<file path="src/rtl/vga_sync_rx.sv">
// vga_sync_rx: recovers x/y and timing lock from a 640x480@60 hsync/vsync stream.
// Define VGA_RX_STATS_EN to add the frame_cnt/err_cnt statistics outputs.
module vga_sync_rx #(
    parameter int H_DISPLAY   = 640,
    parameter int H_FP        = 16,
    parameter int H_SYNC      = 96,
    parameter int H_BP        = 48,
    parameter int V_DISPLAY   = 480,
    parameter int V_FP        = 10,
    parameter int V_SYNC      = 2,
    parameter int V_BP        = 33,
    parameter int LOCK_FRAMES = 2
) (
    input  logic        clk,
    input  logic        reset,
    input  logic        p_tick,
    input  logic        hsync,
    input  logic        vsync,
    output logic [9:0]  x,
    output logic [9:0]  y,
    output logic        video_on,
    output logic        locked,
`ifdef VGA_RX_STATS_EN
    output logic [15:0] frame_cnt,
    output logic [7:0]  err_cnt,
`endif
    output logic        err
);

    localparam int H_TOTAL = H_DISPLAY + H_FP + H_SYNC + H_BP;
    localparam int V_TOTAL = V_DISPLAY + V_FP + V_SYNC + V_BP;

    localparam logic [9:0]  X_HS     = 10'(H_DISPLAY + H_FP);
    localparam logic [9:0]  X_MAX    = 10'(H_TOTAL - 1);
    localparam logic [9:0]  X_VIS    = 10'(H_DISPLAY);
    localparam logic [9:0]  Y_VS     = 10'(V_DISPLAY + V_FP);
    localparam logic [9:0]  Y_MAX    = 10'(V_TOTAL - 1);
    localparam logic [9:0]  Y_VIS    = 10'(V_DISPLAY);
    localparam logic [10:0] LEN_GOOD = 11'(H_TOTAL);
    localparam logic [10:0] LEN_TMO  = 11'(2 * H_TOTAL - 1);
    localparam logic [9:0]  CNT_GOOD = 10'(V_TOTAL);
    localparam logic [3:0]  LOCK_N   = 4'(LOCK_FRAMES);

    typedef enum logic [1:0] {
        SEARCH,
        ACQUIRE,
        LOCKED
    } state_t;

    state_t      state, state_n;
    logic [3:0]  good_frames, good_n;
    logic        skip_chk, skip_n;
    logic        viol;

    logic        hsync_q, vs_last;
    logic [10:0] line_len;
    logic [9:0]  line_cnt;
    logic [9:0]  x_n, y_n;
    logic        err_n, locked_n, video_n;

    logic hs_fall, vs_fall, line_bad, frame_bad, timeout;

    assign hs_fall   = p_tick && hsync_q && !hsync;
    assign vs_fall   = hs_fall && vs_last && !vsync;
    assign line_bad  = hs_fall && (line_len != LEN_GOOD);
    assign frame_bad = vs_fall && (line_cnt != CNT_GOOD);
    // a missing hsync is declared once the meter would reach two full lines
    assign timeout   = p_tick && !hs_fall && (line_len == LEN_TMO);

    always_ff @(posedge clk) begin
        if (!reset) begin
            state       <= SEARCH;
            good_frames <= '0;
            skip_chk    <= 1'b0;
        end else begin
            state       <= state_n;
            good_frames <= good_n;
            skip_chk    <= skip_n;
        end
    end

    always_comb begin
        state_n = state;
        good_n  = good_frames;
        skip_n  = skip_chk && !hs_fall;
        viol    = 1'b0;
        unique case (state)
            SEARCH: begin
                if (vs_fall) begin
                    state_n = ACQUIRE;
                    good_n  = '0;
                    skip_n  = 1'b1;
                end
            end
            ACQUIRE: begin
                // the line meter is not aligned until one full line has passed
                if (line_bad && !skip_chk) begin
                    viol    = 1'b1;
                    state_n = SEARCH;
                end else if (frame_bad) begin
                    viol   = 1'b1;
                    good_n = '0;
                end else if (vs_fall) begin
                    good_n = good_frames + 4'd1;
                    if (good_n == LOCK_N) begin
                        state_n = LOCKED;
                    end
                end else if (timeout) begin
                    viol    = 1'b1;
                    state_n = SEARCH;
                end
            end
            LOCKED: begin
                if (line_bad || frame_bad || timeout) begin
                    viol    = 1'b1;
                    state_n = SEARCH;
                end
            end
            default: state_n = SEARCH;
        endcase
    end

    always_comb begin
        x_n = x;
        y_n = y;
        if (p_tick) begin
            if (hs_fall) begin
                x_n = X_HS;
            end else if (x == X_MAX) begin
                x_n = '0;
            end else begin
                x_n = x + 10'd1;
            end
            if (vs_fall) begin
                y_n = Y_VS;
            end else if (!hs_fall && (x == X_MAX)) begin
                y_n = (y == Y_MAX) ? 10'd0 : y + 10'd1;
            end
        end
    end

    always_comb begin
        err_n    = viol;
        locked_n = (state_n == LOCKED);
        video_n  = locked_n && (x_n < X_VIS) && (y_n < Y_VIS);
    end

    always_ff @(posedge clk) begin
        if (!reset) begin
            hsync_q  <= 1'b1;
            vs_last  <= 1'b1;
            line_len <= '0;
            line_cnt <= '0;
            x        <= '0;
            y        <= '0;
            err      <= 1'b0;
            locked   <= 1'b0;
            video_on <= 1'b0;
        end else begin
            x        <= x_n;
            y        <= y_n;
            err      <= err_n;
            locked   <= locked_n;
            video_on <= video_n;
            if (p_tick) begin
                hsync_q <= hsync;
                if (hs_fall) begin
                    line_len <= 11'd1;
                end else if (line_len != 11'h7FF) begin
                    line_len <= line_len + 11'd1;
                end
            end
            if (hs_fall) begin
                vs_last <= vsync;
                if (vs_fall) begin
                    line_cnt <= 10'd1;
                end else if (line_cnt != 10'h3FF) begin
                    line_cnt <= line_cnt + 10'd1;
                end
            end
        end
    end

`ifdef VGA_RX_STATS_EN
    logic count_frame;

    assign count_frame = vs_fall && (state == LOCKED) && (state_n == LOCKED);

    always_ff @(posedge clk) begin
        if (!reset) begin
            frame_cnt <= '0;
            err_cnt   <= '0;
        end else begin
            if (count_frame) begin
                frame_cnt <= frame_cnt + 16'd1;
            end
            if (viol && (err_cnt != 8'hFF)) begin
                err_cnt <= err_cnt + 8'd1;
            end
        end
    end
`endif

endmodule

</file>
<file path="config.mk">
export PLATFORM = sky130hd
export DESIGN_NAME = vga_sync_rx
export DESIGN_NICKNAME = d
export VERILOG_FILES = /design/src/rtl/vga_sync_rx.sv
export SDC_FILE = /design/constraint.sdc
export NUM_CORES = 1
export LEC_CHECK = 0
export BUFFER_PORTS_ARGS = -buffer_cell sky130_fd_sc_hd__clkbuf_2
export CORE_MARGIN = 4
export CORE_UTILIZATION = 44
export CTS_CLUSTER_SIZE = 20
export DETAILED_ROUTE_END_ITERATION = 8
export PLACE_DENSITY = 0.67
export RECOVER_POWER = 25
export REMOVE_ABC_BUFFERS = 1
export SLEW_MARGIN = 5
export SYNTH_ARGS = -nofsm -noshare
export SYNTH_HDL_FRONTEND = slang
export SYNTH_SLANG_ARGS = --single-unit
export TNS_END_PERCENT = 5
</file>
<file path="constraint.sdc">
create_clock -name clk -period 2.49 [get_ports clk]
set_clock_uncertainty 0.15 [all_clocks]
set_input_delay 0.498 -clock clk [delete_from_list [all_inputs] [get_ports clk]]
set_output_delay 0.498 -clock clk [all_outputs]
set_load 0.1 [all_outputs]
</file>
# After elaboration in Yosys (flattened, before gate mapping)
# Index checks and enable logic that the tools add are counted.
totals:
  ff_bits: 53
  elab_cells: 91
op_classes:
  eq_ne: 14
  order_cmp: 2
  add_sub_neg: 5
  n_reduce_logical: 26
  n_mux: 32
ops:
  columns: ["op", "n"]
  rows:
  - ["$mux W10", 9]
  - ["$add A10 B1 Y10 const B", 3]
  - ["$mux W11", 2]
  - ["$eq A10 B10 Y1 const B", 2]
  - ["$ne A10 B10 Y1 const B", 2]
  - ["$mux W4", 4]
  - ["$mux W2", 7]
  - ["$logic_and A1 B1 Y1", 13]
  - ["$add A11 B1 Y11 const B", 1]
  - ["$eq A11 B11 Y1 const B", 1]
  - ["$ne A11 B10 Y1 const B", 1]
  - ["$ne A11 B11 Y1 const B", 1]
  - ["$lt A10 B10 Y1 const B", 1]
  - ["$lt A10 B9 Y1 const B", 1]
  - ["$pmux W4 S2", 1]
  - ["$mux W1", 7]
  - ["$pmux W2 S3", 1]
  - ["$reduce_bool A2 Y1", 3]
  - ["$add A4 B1 Y4 const B", 1]
  - ["$eq A2 B2 Y1 const B", 2]
  - ["$eq A4 B2 Y1 const B", 1]
  - ["$logic_not A1 Y1", 4]
  - ["$ne A2 B2 Y1 const B", 2]
  - ["$reduce_and A2 Y1", 2]
  - ["other kinds (6)", 7]

# Depth between registers and ports, before layout
logic_depth:
  word_depth: 13
  mapped_depth: 8
  ltp_nobuf: 8

# Worst setup path before layout
# OpenSTA, ideal clock, no wires.
synth_timing:
  path_type: "flip-flop to flip-flop"
  from: "register x[0]"
  to: "register video_on"
  setup_time_ns: 0.130
  slack_ns: -0.476
  required_time_ns: 2.210
  stages_incl_launch_ff: 8
  n_path_buf: 0
  t_arrival_ns: 2.686
  path_cell_list: "dfxtp_1 -> ha_1 -> and4_1 -> nand4_1 -> o31a_1 -> o31ai_1 -> and4_1 -> nor4_2"
synth_via:
  elab_chain_cells: 7
  elab_cells_between_ends: 13
  cone_classes: "add/sub: 1; order compare: 2; eq/ne: 1; mux: 6; reduce/logical: 3"
synth_rtl:
  columns: ["element", "line_no", "text"]
  rows:
  - ["start: declaration", "19", "output logic [9:0] x,"]
  - ["start signal: assignment", "160", "x <= x_n;"]
  - ["$add A10 B1 Y10 / $eq A10 B10 Y1 (equally long branches)", "132, 129, 136", null]
  - ["$mux W10 / $logic_and A1 B1 Y1 (equally long branches)", "129, 136", null]
  - ["$mux W10, on equally long branches", "127, 136", null]
  - ["$mux W10, on equally long branches", "126, 134", null]
  - ["$lt A10 B10 Y1 / $mux W10 (equally long branches)", "145, 126", null]
  - ["$logic_and A1 B1 Y1 / $lt A10 B9 Y1 (equally long branches)", "145", "video_n = locked_n && (x_n < X_VIS) && (y_n < Y_VIS);"]
  - ["$logic_and A1 B1 Y1 *", "145", null]
  - ["end signal: assignment", "164", "video_on <= video_n;"]
  - ["end: declaration", "21", "output logic video_on,"]
# Mark *: on every way between the ends. The rest lies on a longest branch, timed or not.
# A chain may end at the register's enable or synchronous reset.

# Worst setup path in the final report
layout_timing:
  from: "register line_cnt[1]"
  to: "register video_on"
layout_via:
  elab_chain_cells: 9
  elab_cells_between_ends: 11
  cone_classes: "eq/ne: 2; mux: 4; reduce/logical: 5"
layout_rtl:
  columns: ["element", "line_no", "text"]
  rows:
  - ["start: declaration", "57", "logic [9:0] line_cnt;"]
  - ["start signal: assignment", "178", "line_cnt <= line_cnt + 10'd1;"]
  - ["$ne A10 B10 Y1 *", "66", "assign frame_bad = vs_fall && (line_cnt != CNT_GOOD);"]
  - ["$logic_and A1 B1 Y1 *", "66", null]
  - ["$logic_or A1 B1 Y1 (2 in a row)", "114", "if (line_bad || frame_bad || timeout) begin"]
  - ["$mux W2", "114", null]
  - ["$pmux W2 S3 *", "87", "unique case (state)"]
  - ["$eq A2 B2 Y1 *", "144", "locked_n = (state_n == LOCKED);"]
  - ["$logic_and A1 B1 Y1 * (2 in a row)", "145", null]
# Marked as above.

==> results.py <==
metrics = {
    "layout": {
        "layout-drive-gt1-share_pct": 16.1,
        "final-instance-count-excl-fill": 474,
        "n_antenna_cell": 0,
        "nNetsFinal": 415,
        "area_growth_pct": 16.3,
    },
    "synth": {
        "ys.flop_type": "dfxtp_1",
        "async_reset_ff_share_pct": 0,
        "ys_seq_area_share_pct": 36.3,
        "ys_ff_latch": 53,
        "netlist_instances": 348,
        "yosys-top-cells-area": "dfxtp_1, ha_1, nand2_1, and2_1, o21ai_0",
        "synth_warnings": 0,
        "avgSynthCellArea_um2": 8.40,
        "synth_top_area_share_pct": 36.3,
        "synth_top_cell_by_area": "dfxtp_1",
        "synth_edf_count": 0,
        "synth_cell_type_count": 50,
        "synth_area_um2": 2920,
    },
    "timing": {
        "fin_crit_ns": 2.43,
        "fmax_ghz": 0.412,
        "hold_ws_ns": 0.305,
        "rsz0062_at_grt": "true",
        "hold_viol": 0,
        "slew_headroom_pct": 22.4,
        "finalSetupViolCount": 0,
        "maxSlewViolCount": 0,
        "final.setup.tns_ns": 0,
        "period_share_pct": 97.5,
        "worstMarginPinSlew_ns": 1.17,
    },
    "hold_path": {
        "worstHoldPathCells": 3,
        "hold_start": "vsync",
        "hold_class": "input pin to register",
    },
    "cts": {
        "cts_hold_buf": 0,
        "clk_pin_slew_worst_paths_ns": 0.10,
        "clk_latency_ns": 0.31,
        "post_cts_buffers": 0,
        "numCtsBuffers": 5,
        "cts-root-buf": "clkbuf_8",
        "h-tree-depth": 2,
        "cts.sinks": 53,
        "cts.path.max_buffers": 2,
        "cts_tree": "yes",
    },
    "power_and_ir_drop": {
        "ir_worst_vdd_uv": 295,
        "p_total_mw": 1.64,
        "p_leak_nw": 1.29,
        "power_density_nw_per_um2": 483,
    },
    "floorplan": {
        "core_um2": 6390,
        "die_area_um2": 8010,
        "num_io_pins": 28,
        "start_util_pct": 45.7,
        "rows": 29,
        "die_h_um": 89.5,
        "die_x_um": 89.5,
    },
    "routing": {
        "drt_iter0_drc": 127,
        "drt-pass1-iter-count": 4,
        "vias": 2703,
        "viasPerCell": 5.70,
        "ant_nets": 0,
        "wl_um": 6870,
        "wire_per_inst_um": 14.5,
        "drc_errors": 0,
    },
    "status": {
        "outcome": "finished, final reports clean",
    },
    "global_routing": {
        "grt_pass1_vias": 2498,
        "overflow": 0,
        "grt_usage_pct": 18.2,
        "grt_pass1_wl_um": 11600,
        "antenna_found_initial": 0,
        "grt_start_max_net_pins": 30,
    },
    "critical_path": {
        "path_max_fanout": 5,
        "crit_path_start": "line_cnt[1]$_SDFFE_PN0P_",
        "crit_path_start_kind": "register",
        "reg2reg_depth": 8,
        "arrival_ns": 2.51,
        "r2r-start": "line_cnt[1]$_SDFFE_PN0P_",
        "crit_required_ns": 2.57,
        "crit_path_end_kind": "register",
        "critPathKind": "register to register",
    },
    "placement": {
        "io_buffers": 27,
        "gp_congestion": 0.879,
        "dpl.cell_count": 467,
        "hpwl_um": 5110,
    },
    "flow_run": {
        "cap_violations": 0,
    },
}
==> logic make-up after synthesis <==
| family | synth area share, % |
|---|---|
| xor gates and xnor gates | 3.30 |
| muxes | 0.685 |
| adders and majority gates | 5.57 |
| DFF | 36.3 |
| buffers and inverters | 2.70 |
| AOI/OAI and AO/OA | 20.3 |
| and+or+nand+nor | 31.1 |
==> cell usage in the layout (no fill, tap or decap), drive strengths merged, types with 6 or more instances in the layout <==
| cell type | synthesis | layout |
|---|---|---|
| nor4 | 7 | 7 |
| nor2b | 11 | 11 |
| o31ai | 6 | 6 |
| and2 | 17 | 17 |
| and4 | 6 | 6 |
| and3 | 8 | 8 |
| a21boi | 10 | 10 |
| nand4 | 10 | 10 |
| clkbuf | 9 | 37 |
| ha | 13 | 13 |
| nand3b | 8 | 8 |
| nor2 | 26 | 26 |
| a21oi | 9 | 9 |
| dfxtp | 53 | 53 |
| buf | 0 | 21 |
| o21ai | 23 | 23 |
| xor2 | 7 | 7 |
| inv | 11 | 11 |
| nor3b | 6 | 6 |
| nand3 | 16 | 16 |
| nand2 | 29 | 29 |
| a31oi | 7 | 7 |
==> path summary, 6_finish.rpt <==
check	end	slack [ns]
setup / recovery	video_on$_SDFF_PN0_	0.06
hold / removal	vs_last$_SDFFE_PN1N_	0.30
setup reg to reg	video_on$_SDFF_PN0_	0.06
hold reg to reg	vs_last$_SDFFE_PN1N_	0.35
==> final cells by class <==
type                       count  area [µm²]
clock buffer                   7        86.3
timing repair buffer          51         298
tap                           77        96.3
fill                         609        2990
multi-input combinational    274        1810
inverter                      12        45.0
sequential                    53        1060
==> cells in the mapped netlist (2+ instances only) <==
master    count
dfxtp_1      53
nand2_1      29
nor2_1       26
o21ai_0      20
and2_1       17
nand3_1      16
ha_1         13
inv_1        11
nor2b_1      11
a21boi_0     10
nand4_1      10
a21oi_1       9
clkbuf_1      9
and3_1        8
nand3b_1      8
a31oi_1       7
xor2_1        7
and4_1        6
nor3b_1       6
nor4_1        6
o31ai_1       6
nand2b_1      5
nor3_1        5
o211ai_1      4
o221a_2       4
xnor2_1       4
a22oi_1       3
o21ai_1       3
o311ai_0      3
a211oi_1      2
and3b_1       2
mux2i_1       2
o21a_1        2
o31a_1        2
o41ai_1       2
or3_1         2
or4_4         2
==> state kept, by name, summed over array words and instances, names as in the netlist, 2 cells and up <==
register     flops
line_cnt        10
y               10
state            2
x               10
line_len        11
good_frames      4
==> per-stage QoR <==
step,setup slack (ns),instance area (µm²),util (%)
finish,0.0631,3400,53.2
global route,-0.0893,3400,53.2
CTS,0.00808,3390,53.0
detailed placement,0.0178,3300,51.7
global placement,0.0817,3300,51.7
floorplan,-0.476,2890,-
==> metal layers <==
metal  vias up  share of wire [%]  GRT usage (%)
met1      1282                 50           25.5
met4         0                1.1           4.47
met5         -                  0              0
met3         5                3.8           3.87
li1       1381                  -              -
met2        35                 45           28.6
==> worst max-delay path, cell delays in order (launching register included) <==
cell     delay [ns]
dfxtp_2        0.33
inv_1          0.05
ha_1           0.13
nand4_1        0.09
or4_4          0.53
or4_4          0.54
a32oi_2        0.20
o21ai_2        0.09
nor4_2         0.23
==> report_power, final <==
part / switching [mW] / internal [mW]
Clock: 0.275 / 0.221
Combinational: 0.179 / 0.0783
Sequential: 0.0217 / 0.867
==> repair_timing <==
item / 4_1_cts / 5_1_grt
endpoints found under the setup margin: 1 / 13
gates resized for setup: 0 / 7
pin swaps: 1 / 2
Note: power is estimated with default switching activity, not from simulation.
